==> config.mk <==
export PLATFORM = sky130hd
export DESIGN_NAME = rc4_prga_engine
export DESIGN_NICKNAME = d
export VERILOG_FILES = /design/src/rtl/rc4_pkg.sv /design/src/rtl/rc4_char_check.sv /design/src/rtl/rc4_prga_engine.sv
export SDC_FILE = /design/constraint.sdc
export NUM_CORES = 1
export LEC_CHECK = 0
export ABC_AREA = 0
export BUFFER_PORTS_ARGS = -buffer_cell sky130_fd_sc_hd__buf_2
export CORE_UTILIZATION = 30
export CTS_CLUSTER_DIAMETER = 120
export DETAILED_ROUTE_END_ITERATION = 6
export PLACE_DENSITY_LB_ADDON = 0.1
export SLEW_MARGIN = 15
export SYNTH_ARGS = -nofsm -noshare
export SYNTH_HDL_FRONTEND = slang
export SYNTH_SLANG_ARGS = --single-unit
==> constraint.sdc <==
create_clock -name clk -period 2.3 [get_ports clk]
set_input_delay 0.69 -clock clk [delete_from_list [all_inputs] [get_ports clk]]
set_output_delay 0.69 -clock clk [all_outputs]
set_load 0.03 [all_outputs]
==> src/rtl/rc4_pkg.sv <==
// Shared definitions for the RC4 PRGA engine.
//   rc4_state_e       : engine FSM states, one per cycle of the 9-cycle byte loop
//   RC4_DATA_W        : default byte width
//   RC4_S_DEPTH       : S permutation depth for the default byte width
//   RC4_CHAR_LO/HI    : default inclusive plaintext range ('a'..'z')
//   RC4_SPACE         : the space character, optionally accepted by the check
package rc4_pkg;

  localparam int unsigned RC4_DATA_W  = 8;
  localparam int unsigned RC4_S_DEPTH = 2 ** RC4_DATA_W;

  localparam logic [7:0] RC4_CHAR_LO = 8'h61;
  localparam logic [7:0] RC4_CHAR_HI = 8'h7A;
  localparam logic [7:0] RC4_SPACE   = 8'h20;

  typedef enum logic [3:0] {
    ST_IDLE,
    ST_RD_SI,
    ST_LAT_SI,
    ST_RD_SJ,
    ST_LAT_SJ,
    ST_WR_I,
    ST_WR_J,
    ST_RD_F,
    ST_LAT_F,
    ST_WR_DEC,
    ST_DONE
  } rc4_state_e;

endpackage

==> src/rtl/rc4_char_check.sv <==
// Combinational plaintext plausibility check on one byte.
//   data_i : candidate plaintext byte
//   pass_o : 1 if the byte is in [CHAR_LO, CHAR_HI], or is a space with
//            ALLOW_SPACE set; always 1 when CHECK_EN is 0
module rc4_char_check
  import rc4_pkg::*;
#(
  parameter int unsigned        DATA_W      = RC4_DATA_W,
  parameter bit                 CHECK_EN    = 1'b1,
  parameter logic [DATA_W-1:0]  CHAR_LO     = DATA_W'(RC4_CHAR_LO),
  parameter logic [DATA_W-1:0]  CHAR_HI     = DATA_W'(RC4_CHAR_HI),
  parameter bit                 ALLOW_SPACE = 1'b1
) (
  input  logic [DATA_W-1:0] data_i,
  output logic              pass_o
);

  localparam logic [DATA_W-1:0] SPACE_W = DATA_W'(RC4_SPACE);

  logic in_range;
  logic is_space;

  always_comb begin
    in_range = (data_i >= CHAR_LO) && (data_i <= CHAR_HI);
    is_space = ALLOW_SPACE && (data_i == SPACE_W);
    pass_o   = !CHECK_EN || in_range || is_space;
  end

endmodule

==> src/rtl/rc4_prga_engine.sv <==
// RC4 PRGA keystream generator and decryptor.
// Runs over an S permutation already left in the shared single-port S RAM by
// the KSA, performs the full RC4 swap in place, XORs the keystream with the
// encrypted-message ROM and writes plaintext to the decrypted-message RAM.
// Each byte takes 9 cycles (one FSM state per cycle). With CHECK_EN set, a
// byte outside the plausible character set is still written, then the run
// ends early with key_valid = 0.
//   clk, reset          : clock, synchronous active-high reset
//   start               : begin a run (only sampled in IDLE)
//   busy, done          : run in progress / one-cycle end-of-run pulse
//   key_valid           : every byte of the last run passed the check
//   s_addr/wdata/wren   : S RAM port, s_rdata returns one cycle later
//   msg_addr/msg_rdata  : encrypted ROM, one-cycle read latency
//   dec_addr/wdata/wren : decrypted RAM write port
module rc4_prga_engine
  import rc4_pkg::*;
#(
  parameter int unsigned        MSG_DEP     = 32,
  parameter int unsigned        DATA_W      = RC4_DATA_W,
  parameter bit                 CHECK_EN    = 1'b1,
  parameter logic [DATA_W-1:0]  CHAR_LO     = DATA_W'(RC4_CHAR_LO),
  parameter logic [DATA_W-1:0]  CHAR_HI     = DATA_W'(RC4_CHAR_HI),
  parameter bit                 ALLOW_SPACE = 1'b1,
  localparam int unsigned       MA_W        = (MSG_DEP > 1) ? $clog2(MSG_DEP) : 1
) (
  input  logic              clk,
  input  logic              reset,
  input  logic              start,
  output logic              busy,
  output logic              done,
  output logic              key_valid,
  output logic [DATA_W-1:0] s_addr,
  output logic [DATA_W-1:0] s_wdata,
  output logic              s_wren,
  input  logic [DATA_W-1:0] s_rdata,
  output logic [MA_W-1:0]   msg_addr,
  input  logic [DATA_W-1:0] msg_rdata,
  output logic [MA_W-1:0]   dec_addr,
  output logic [DATA_W-1:0] dec_wdata,
  output logic              dec_wren
);

  localparam logic [MA_W-1:0] K_LAST = MA_W'(MSG_DEP - 1);

  rc4_state_e        state_q, state_d;
  logic [DATA_W-1:0] i_q, i_d;
  logic [DATA_W-1:0] j_q, j_d;
  logic [MA_W-1:0]   k_q, k_d;
  logic [DATA_W-1:0] si_q, si_d;
  logic [DATA_W-1:0] sj_q, sj_d;
  logic [DATA_W-1:0] f_q, f_d;
  logic [DATA_W-1:0] enc_q, enc_d;
  logic              kv_q, kv_d;

  logic [DATA_W-1:0] dec_byte;
  logic              byte_pass;

  assign dec_byte = f_q ^ enc_q;

  rc4_char_check #(
    .DATA_W      (DATA_W),
    .CHECK_EN    (CHECK_EN),
    .CHAR_LO     (CHAR_LO),
    .CHAR_HI     (CHAR_HI),
    .ALLOW_SPACE (ALLOW_SPACE)
  ) u_char_check (
    .data_i (dec_byte),
    .pass_o (byte_pass)
  );

  always_ff @(posedge clk) begin
    if (reset) begin
      state_q <= ST_IDLE;
      i_q     <= '0;
      j_q     <= '0;
      k_q     <= '0;
      si_q    <= '0;
      sj_q    <= '0;
      f_q     <= '0;
      enc_q   <= '0;
      kv_q    <= 1'b0;
    end else begin
      state_q <= state_d;
      i_q     <= i_d;
      j_q     <= j_d;
      k_q     <= k_d;
      si_q    <= si_d;
      sj_q    <= sj_d;
      f_q     <= f_d;
      enc_q   <= enc_d;
      kv_q    <= kv_d;
    end
  end

  always_comb begin
    state_d   = state_q;
    i_d       = i_q;
    j_d       = j_q;
    k_d       = k_q;
    si_d      = si_q;
    sj_d      = sj_q;
    f_d       = f_q;
    enc_d     = enc_q;
    kv_d      = kv_q;
    done      = 1'b0;
    s_addr    = '0;
    s_wdata   = '0;
    s_wren    = 1'b0;
    msg_addr  = '0;
    dec_addr  = '0;
    dec_wdata = '0;
    dec_wren  = 1'b0;

    unique case (state_q)
      ST_IDLE: begin
        if (start) begin
          i_d     = '0;
          j_d     = '0;
          k_d     = '0;
          kv_d    = 1'b0;
          state_d = ST_RD_SI;
        end
      end
      ST_RD_SI: begin
        s_addr  = i_q + DATA_W'(1);
        i_d     = i_q + DATA_W'(1);
        state_d = ST_LAT_SI;
      end
      ST_LAT_SI: begin
        si_d    = s_rdata;
        j_d     = j_q + s_rdata;
        state_d = ST_RD_SJ;
      end
      ST_RD_SJ: begin
        s_addr  = j_q;
        state_d = ST_LAT_SJ;
      end
      ST_LAT_SJ: begin
        sj_d    = s_rdata;
        state_d = ST_WR_I;
      end
      ST_WR_I: begin
        s_addr  = i_q;
        s_wdata = sj_q;
        s_wren  = 1'b1;
        state_d = ST_WR_J;
      end
      ST_WR_J: begin
        s_addr  = j_q;
        s_wdata = si_q;
        s_wren  = 1'b1;
        state_d = ST_RD_F;
      end
      ST_RD_F: begin
        s_addr   = si_q + sj_q;
        msg_addr = k_q;
        state_d  = ST_LAT_F;
      end
      ST_LAT_F: begin
        f_d     = s_rdata;
        enc_d   = msg_rdata;
        state_d = ST_WR_DEC;
      end
      ST_WR_DEC: begin
        dec_addr  = k_q;
        dec_wdata = dec_byte;
        dec_wren  = 1'b1;
        // A failing byte ends the run, so reaching here with a pass on the
        // last byte means every byte passed.
        if (!byte_pass || (k_q == K_LAST)) begin
          kv_d    = byte_pass;
          state_d = ST_DONE;
        end else begin
          k_d     = k_q + MA_W'(1);
          state_d = ST_RD_SI;
        end
      end
      ST_DONE: begin
        done    = 1'b1;
        state_d = ST_IDLE;
      end
      default: state_d = ST_IDLE;
    endcase
  end

  assign busy      = (state_q != ST_IDLE);
  assign key_valid = kv_q;

endmodule

==> flow_summary.yaml, run 1 <==
sta:
  period_share: 1.256
  setup_slack_ps: -588.8
  hold_violations: 0
  worst_pin_slew_ps: 616.5
  min_period_ps: 2889
  clock-skew-final_ps: 12.68
  slew_headroom: 0.5878
  rsz0062_at_grt: "true"
  setup_violations: 12
  hold_slack_ps: 469.7
  fmax_mhz: 346.2
  drv_slew: 0
clock_tree:
  clkTransAtPathRegs_ps: 80
  htreeDepth: 3
  clock_sinks: 58
  clk_path_buf_depth: 2
  cts_root_buffer: "clkbuf_8"
  cts_hold_buf: 0
  clk-insertion-delay-late_ps: 360
  cts_tree: "yes"
  cts-buffers-inserted: 9
finish:
  layout.cells.non_filler: 705
  drive_gt1_frac: 0.3681
  num_antenna_cells: 0
  final_common_cell: "nand2_1"
  final_cell_mix: "85 x nand2_1, 66 x buf_4, 54 x a21oi_1"
  finalNetCount: 598
  syn2layout_area_growth_pct: 51.34
  num-fill-cells: 1080
power:
  combinationalPowerShare: 0.257
  ir_drop_mv: 0.3079
  p_clk_frac: 0.383
  seq_power_share: 0.360
  internal-power_w: 0.002159
  p_leak_nw: 2.142
  p_sw_w: 0.0009868
  powerDensity_nw_per_um2: 617.2
  p_total_w: 0.003146
  swShare: 0.3137
critical_path:
  worst_ep_required_time_ps: 1610
  r2r_slack_ps: 220
  worst_r2r_path_depth: 6
  cp.arrival_ps: 2200
  cp_max_fo: 3
  crit_chain: "ha_4, inv_2, fa_2, nor2b_1, o21ai_1, nand2b_1, xnor2_1, nor2_1, a211o_1, buf_6"
  worstSetupEndpointType: "output pin"
  r2r_end: "k_q[3]$_SDFFE_PP0P_"
  critPathSlowestCell: "dfxtp_2"
  r2r_start: "enc_q[6]$_SDFFE_PP0P_"
  worstSetupPathType: "register to output pin"
  max_stage_delay_ps: 350
  cp-start-kind: "register"
logic_synthesis:
  yosys_warnings: 0
  async_reset_ff_frac: 0
  synth_top_area_cell: "dfxtp_1"
  synth_edf_count: 0
  ys_seq_area_frac: 0.3447
  syn_area_um2: 3368
  synth_top_area_frac: 0.3447
  synth_cell_type_count: 47
  synthTopCellsByArea: "dfxtp_1 34%, nand2_1 9.6%, a21oi_1 8.2%"
  syn_avg_cell_area_um2: 7.655
  synthCells: 440
  ys_seq_elements: 58
  syn_nets: 478
  ys.flop_type: "dfxtp_1"
route:
  totalWireLength_mm: 10.80
  wl_per_cell_um: 15.32
  ant_nets: 0
  drtPass1Iterations: 4
  num_vias: 3528
  drt_iter0_drc: 208
  via_per_inst: 5.004
  route.detailed.drc: 0
hold_path:
  min_to: "enc_q[3]$_SDFFE_PP0P_"
  hold_path.class: "register to register"
  hp-start: "enc_q[3]$_SDFFE_PP0P_"
  whs_path_depth: 2
grt:
  antenna_found_initial: 0
  overflow: 0
  grt_start_max_net_pins: 41
  grt_pass1_wl_mm: 17.14
  grt_pass1_vias: 3326
  track_usage: 0.1948
floorplanning:
  fp.dieW_um: 108.0
  initial_core_util: 0.3094
  die_h_um: 108.0
  row_count: 38
  fp.coreArea_um2: 10890
  io_pins: 58
  die_area_um2: 11660
place:
  place_inst: 672
  portBuffers: 57
  gp_congestion: 0.8498
  dp_hpwl_mm: 7.868
  place_ws_ps: -215.4
run_status:
  outcome: "complete, but fails checks"
  violations: "negative setup slack"
flow_run:
  max_cap_violations: 0
-- synthesized netlist by cell type (2+ instances only) --
cell type / instances
nand2_1: 86
dfxtp_1: 58
a21oi_1: 55
nor2_1: 31
clkbuf_1: 19
and2_1: 17
ha_1: 17
nand3_1: 16
o21ai_0: 15
xnor2_1: 14
inv_1: 13
xor2_1: 10
nor3_1: 9
a22o_1: 7
and3_1: 7
a22oi_1: 6
a221oi_1: 4
nor2b_1: 4
o211ai_1: 4
or3_1: 4
a211oi_1: 3
a21o_1: 3
a31oi_1: 3
o41ai_1: 3
a2111oi_0: 2
a211o_1: 2
buf_2: 2
fa_1: 2
mux2i_1: 2
nand2b_1: 2
nand4_1: 2
o211a_1: 2
o21bai_1: 2
-- worst max-delay path by stage --
stage                              start         to  slack, ps  cells after the start
finish              sj_q[0]$_SDFFE_PP0P_  s_addr[4]       -590                     10
global route        sj_q[0]$_SDFFE_PP0P_  s_addr[6]       -740                     10
CTS                 sj_q[0]$_SDFFE_PP0P_  s_addr[6]       -550                     10
detailed placement  si_q[1]$_SDFFE_PP0P_  s_addr[7]       -220                      8
global placement    si_q[1]$_SDFFE_PP0P_  s_addr[7]       -220                      8
floorplan           sj_q[0]$_SDFFE_PP0P_  s_addr[6]       -280                      9
-- flip-flops by register name, summed over array words and instances, names as in the netlist --
name / count
k_q: 5
sj_q: 8
si_q: 8
f_q: 8
i_q: 8
j_q: 8
key_valid: 1
enc_q: 8
state_q: 4
-- kinds of logic after synthesis --
kind of cell | after synthesis | synth area share
xor+xnor | 24 | 0.06241
fa+ha+maj | 19 | 0.07504
mux | 2 | 0.005944
buf+inv | 34 | 0.03863
compound gates | 118 | 0.2233
flops | 58 | 0.3447
simple gates | 185 | 0.2500
-- through the flow --
| step | util | TNS, ps | area (µm²) |
|---|---|---|---|
| after global routing | 0.4682 | -4812 | 5097 |
| after detailed placement | 0.3877 | -1001 | 4222 |
| after floorplan | - | -597.8 | 3408 |
| after global placement | 0.3877 | -992.4 | 4222 |
| after CTS | 0.4438 | -2750 | 4832 |
| final | 0.4682 | -3048 | 5097 |
-- power by group through the flow --
stage	registers, W	clock network, W	logic (W)
finish	0.00113	0.00120	0.000810
global route	0.00114	0.00128	0.000885
CTS	0.00113	0.00124	0.000758
detailed placement	0.00114	0	0.000687
global placement	0.00114	0	0.000684
floorplan	0.00112	0	0.000420
-- what timing repair did --
action,4_1_cts,5_1_grt
gates resized for setup,82,62
pin swaps,17,28
gates cloned,2,0
buffers inserted,10,9
endpoints found under the setup margin,35,35
-- layout make-up --
class                   count  area, µm²  area share
clock buffers               9      123.9     0.02430
clock inverters             7      125.1     0.02455
inverters                  13      51.30     0.01006
multi-input cells         348       2361      0.4632
flip-flops and latches     58       1184      0.2322
well taps                 140      175.2     0.03436
repair buffers            129       1070      0.2099
repair inverters            1      7.507    0.001473
-- worst max-delay path, delay by kind of cell (launching register included) --
family | cells | cell delay, ps
adder cells (fa/ha/maj) | 2 | 460
AND/OR/NAND/NOR | 3 | 360
AO/OA/AOI/OAI | 2 | 360
flip-flops | 1 | 350
buffers and inverters | 2 | 170
XOR/XNOR | 1 | 140
-- per-layer routing --
layer,track usage,up-vias,wire length [µm]
li1,-,1787,-
met1,0.2725,1659,5324
met2,0.2953,65,4971
met3,0.03617,17,310
met4,0.07241,0,191
met5,0,-,0
Note: power is estimated with default switching activity, not from simulation.
==> run 2, diff against run 1 <==
- CORE_MARGIN: default -> 4
==> flow_summary.yaml, run 2 (same netlist as run 1, synthesis figures left out) <==
run_status:
  outcome: "complete, but fails checks"
  violations: "negative setup slack"
finish:
  finalNetCount: 588
  num_antenna_cells: 0
  final_cell_mix: "84 x nand2_1, 57 x buf_4, 54 x a21oi_1"
  drive_gt1_frac: 0.3694
  stdcell_area_um2: 5131
  final_common_cell: "nand2_1"
  syn2layout_area_growth_pct: 52.34
route:
  wl_per_cell_um: 15.76
  drtPass1Iterations: 4
  via_per_inst: 4.994
  totalWireLength_mm: 10.95
  num_vias: 3471
  route.detailed.drc: 0
  ant_nets: 0
  drt_iter0_drc: 211
sta:
  rsz0062_at_grt: "true"
  hold_violations: 0
  period_share: 1.233
  setup_slack_ps: -535.8
  setup_violations: 7
  clock-skew-final_ps: 5.941
  min_period_ps: 2836
  fmax_mhz: 352.6
  worst_pin_slew_ps: 598.4
  drv_slew: 0
  tns_ps: -2707
  slew_headroom: 0.5999
grt:
  grt_start_max_net_pins: 41
  track_usage: 0.1692
  overflow: 0
  grt.busiest_layer: "met2"
  grt_pass1_vias: 3392
  antenna_found_initial: 0
  globalRouteMet3Util: 0.03767
  met2_usage: 0.2658
  use_met1: 0.2320
  grt_pass1_wl_mm: 17.28
floorplanning:
  die_h_um: 114.0
  initial_core_util: 0.3080
  io_pins: 58
  row_count: 38
  fp.coreArea_um2: 10940
  die_area_um2: 12990
  fp.dieW_um: 114.0
clock_tree:
  clock_sinks: 58
  htreeDepth: 3
  cts_tree: "yes"
  cts_hold_buf: 0
  clk_path_buf_depth: 2
  cts_root_buffer: "clkbuf_16"
  clkTransAtPathRegs_ps: 60
  clk-insertion-delay-late_ps: 330
  cts-buffers-inserted: 9
critical_path:
  cp_max_fo: 3
  r2r_end: "k_q[3]$_SDFFE_PP0P_"
  r2r_start: "enc_q[6]$_SDFFE_PP0P_"
  worstSetupEndpointType: "output pin"
  crit_chain: "ha_4, inv_2, fa_2, nor2b_1, o21ai_1, nand2b_1, a2111oi_2, a31oi_1, o211ai_1, buf_4"
  endpoint: "s_addr[6]"
  cp_top_family: "compound AO/OA/AOI/OAI gates"
  crit_path_start: "si_q[0]$_SDFFE_PP0P_"
  r2r_slack_ps: 220
  worst_r2r_path_depth: 6
  worst_ep_required_time_ps: 1610
  cp.arrival_ps: 2150
  cp.depth: 10
  max_stage_delay_ps: 330
  worstSetupPathType: "register to output pin"
  cp-start-kind: "register"
  path_buf_inv: 2
  critPathSlowestCell: "dfxtp_2"
place:
  gp_congestion: 0.7994
  dp_hpwl_mm: 7.904
  place_ws_ps: -269.4
  portBuffers: 57
  placed_cell_area_um2: 4194
flow_run:
  max_cap_violations: 0
power:
  powerDensity_nw_per_um2: 683.5
  p_leak_nw: 2.154
  ir_drop_mv: 0.3372
hold_path:
  hold_path.class: "register to register"
run 2: cell count changes in the layout (fill, tap and decap cells not counted), sizes merged:
cell	delta
clkbuf	-1
buf	-8
clkinv	-1
run 2: cell type report:
cell class | instances | area (µm²)
fillers | 1148 | 5804
inverters | 13 | 51.30
repair buffers | 119 | 983.4
flip-flops and latches | 58 | 1184
repair inverters | 1 | 7.507
multi-input cells | 348 | 2379
clock buffers | 10 | 239.0
clock inverters | 6 | 112.6
well taps | 140 | 175.2
run 2: stage by stage:
step	hold slack [ps]	total power (W)	util	cells
after global placement	454.2	0.001823	0.3835	670
after floorplan	447.8	0.001536	-	440
after global routing	490.3	0.003671	0.4692	695
final	466.2	0.003507	0.4692	695
after CTS	468.3	0.003481	0.4389	692
after detailed placement	461.1	0.001829	0.3835	670
run 2: worst register-to-register path, stage by stage (launching register included):
cell	delay, ps
dfxtp_1	330
xnor2_2	210
a2111oi_2	360
a211oi_1	120
a2111o_1	500
or3_1	360
a21oi_1	140
run 2: how the worst min path moves through the flow:
| stage | start | depth (start not counted) | to |
|---|---|---|---|
| floorplan | f_q[0]$_SDFFE_PP0P_ | 2 | f_q[0]$_SDFFE_PP0P_ |
| global placement | enc_q[3]$_SDFFE_PP0P_ | 2 | enc_q[3]$_SDFFE_PP0P_ |
| detailed placement | enc_q[3]$_SDFFE_PP0P_ | 2 | enc_q[3]$_SDFFE_PP0P_ |
| CTS | enc_q[3]$_SDFFE_PP0P_ | 2 | enc_q[3]$_SDFFE_PP0P_ |
| global route | f_q[0]$_SDFFE_PP0P_ | 2 | f_q[0]$_SDFFE_PP0P_ |
| finish | enc_q[3]$_SDFFE_PP0P_ | 2 | enc_q[3]$_SDFFE_PP0P_ |
run 2: what timing repair did:
action | CTS | global route
resized for setup | 65 | 96
setup buffers | 5 | 5
setup endpoints to repair | 35 | 35
cloned | 1 | 0
pin swaps | 13 | 15
run 2: routing by layer:
layer | wire length (µm) | up-vias | part of all wire
met5 | 0 | - | 0
met3 | 394 | 12 | 0.036
met1 | 5386 | 1628 | 0.49
met2 | 5024 | 58 | 0.46
li1 | - | 1773 | -
met4 | 149 | 0 | 0.014
run 2: report_power, final:
| part | total [W] | switching, W | internal (W) |
|---|---|---|---|
| clock | 0.00160 | 0.000505 | 0.00109 |
| sequential | 0.00113 | 0.0000644 | 0.00106 |
| combinational | 0.000783 | 0.000440 | 0.000344 |
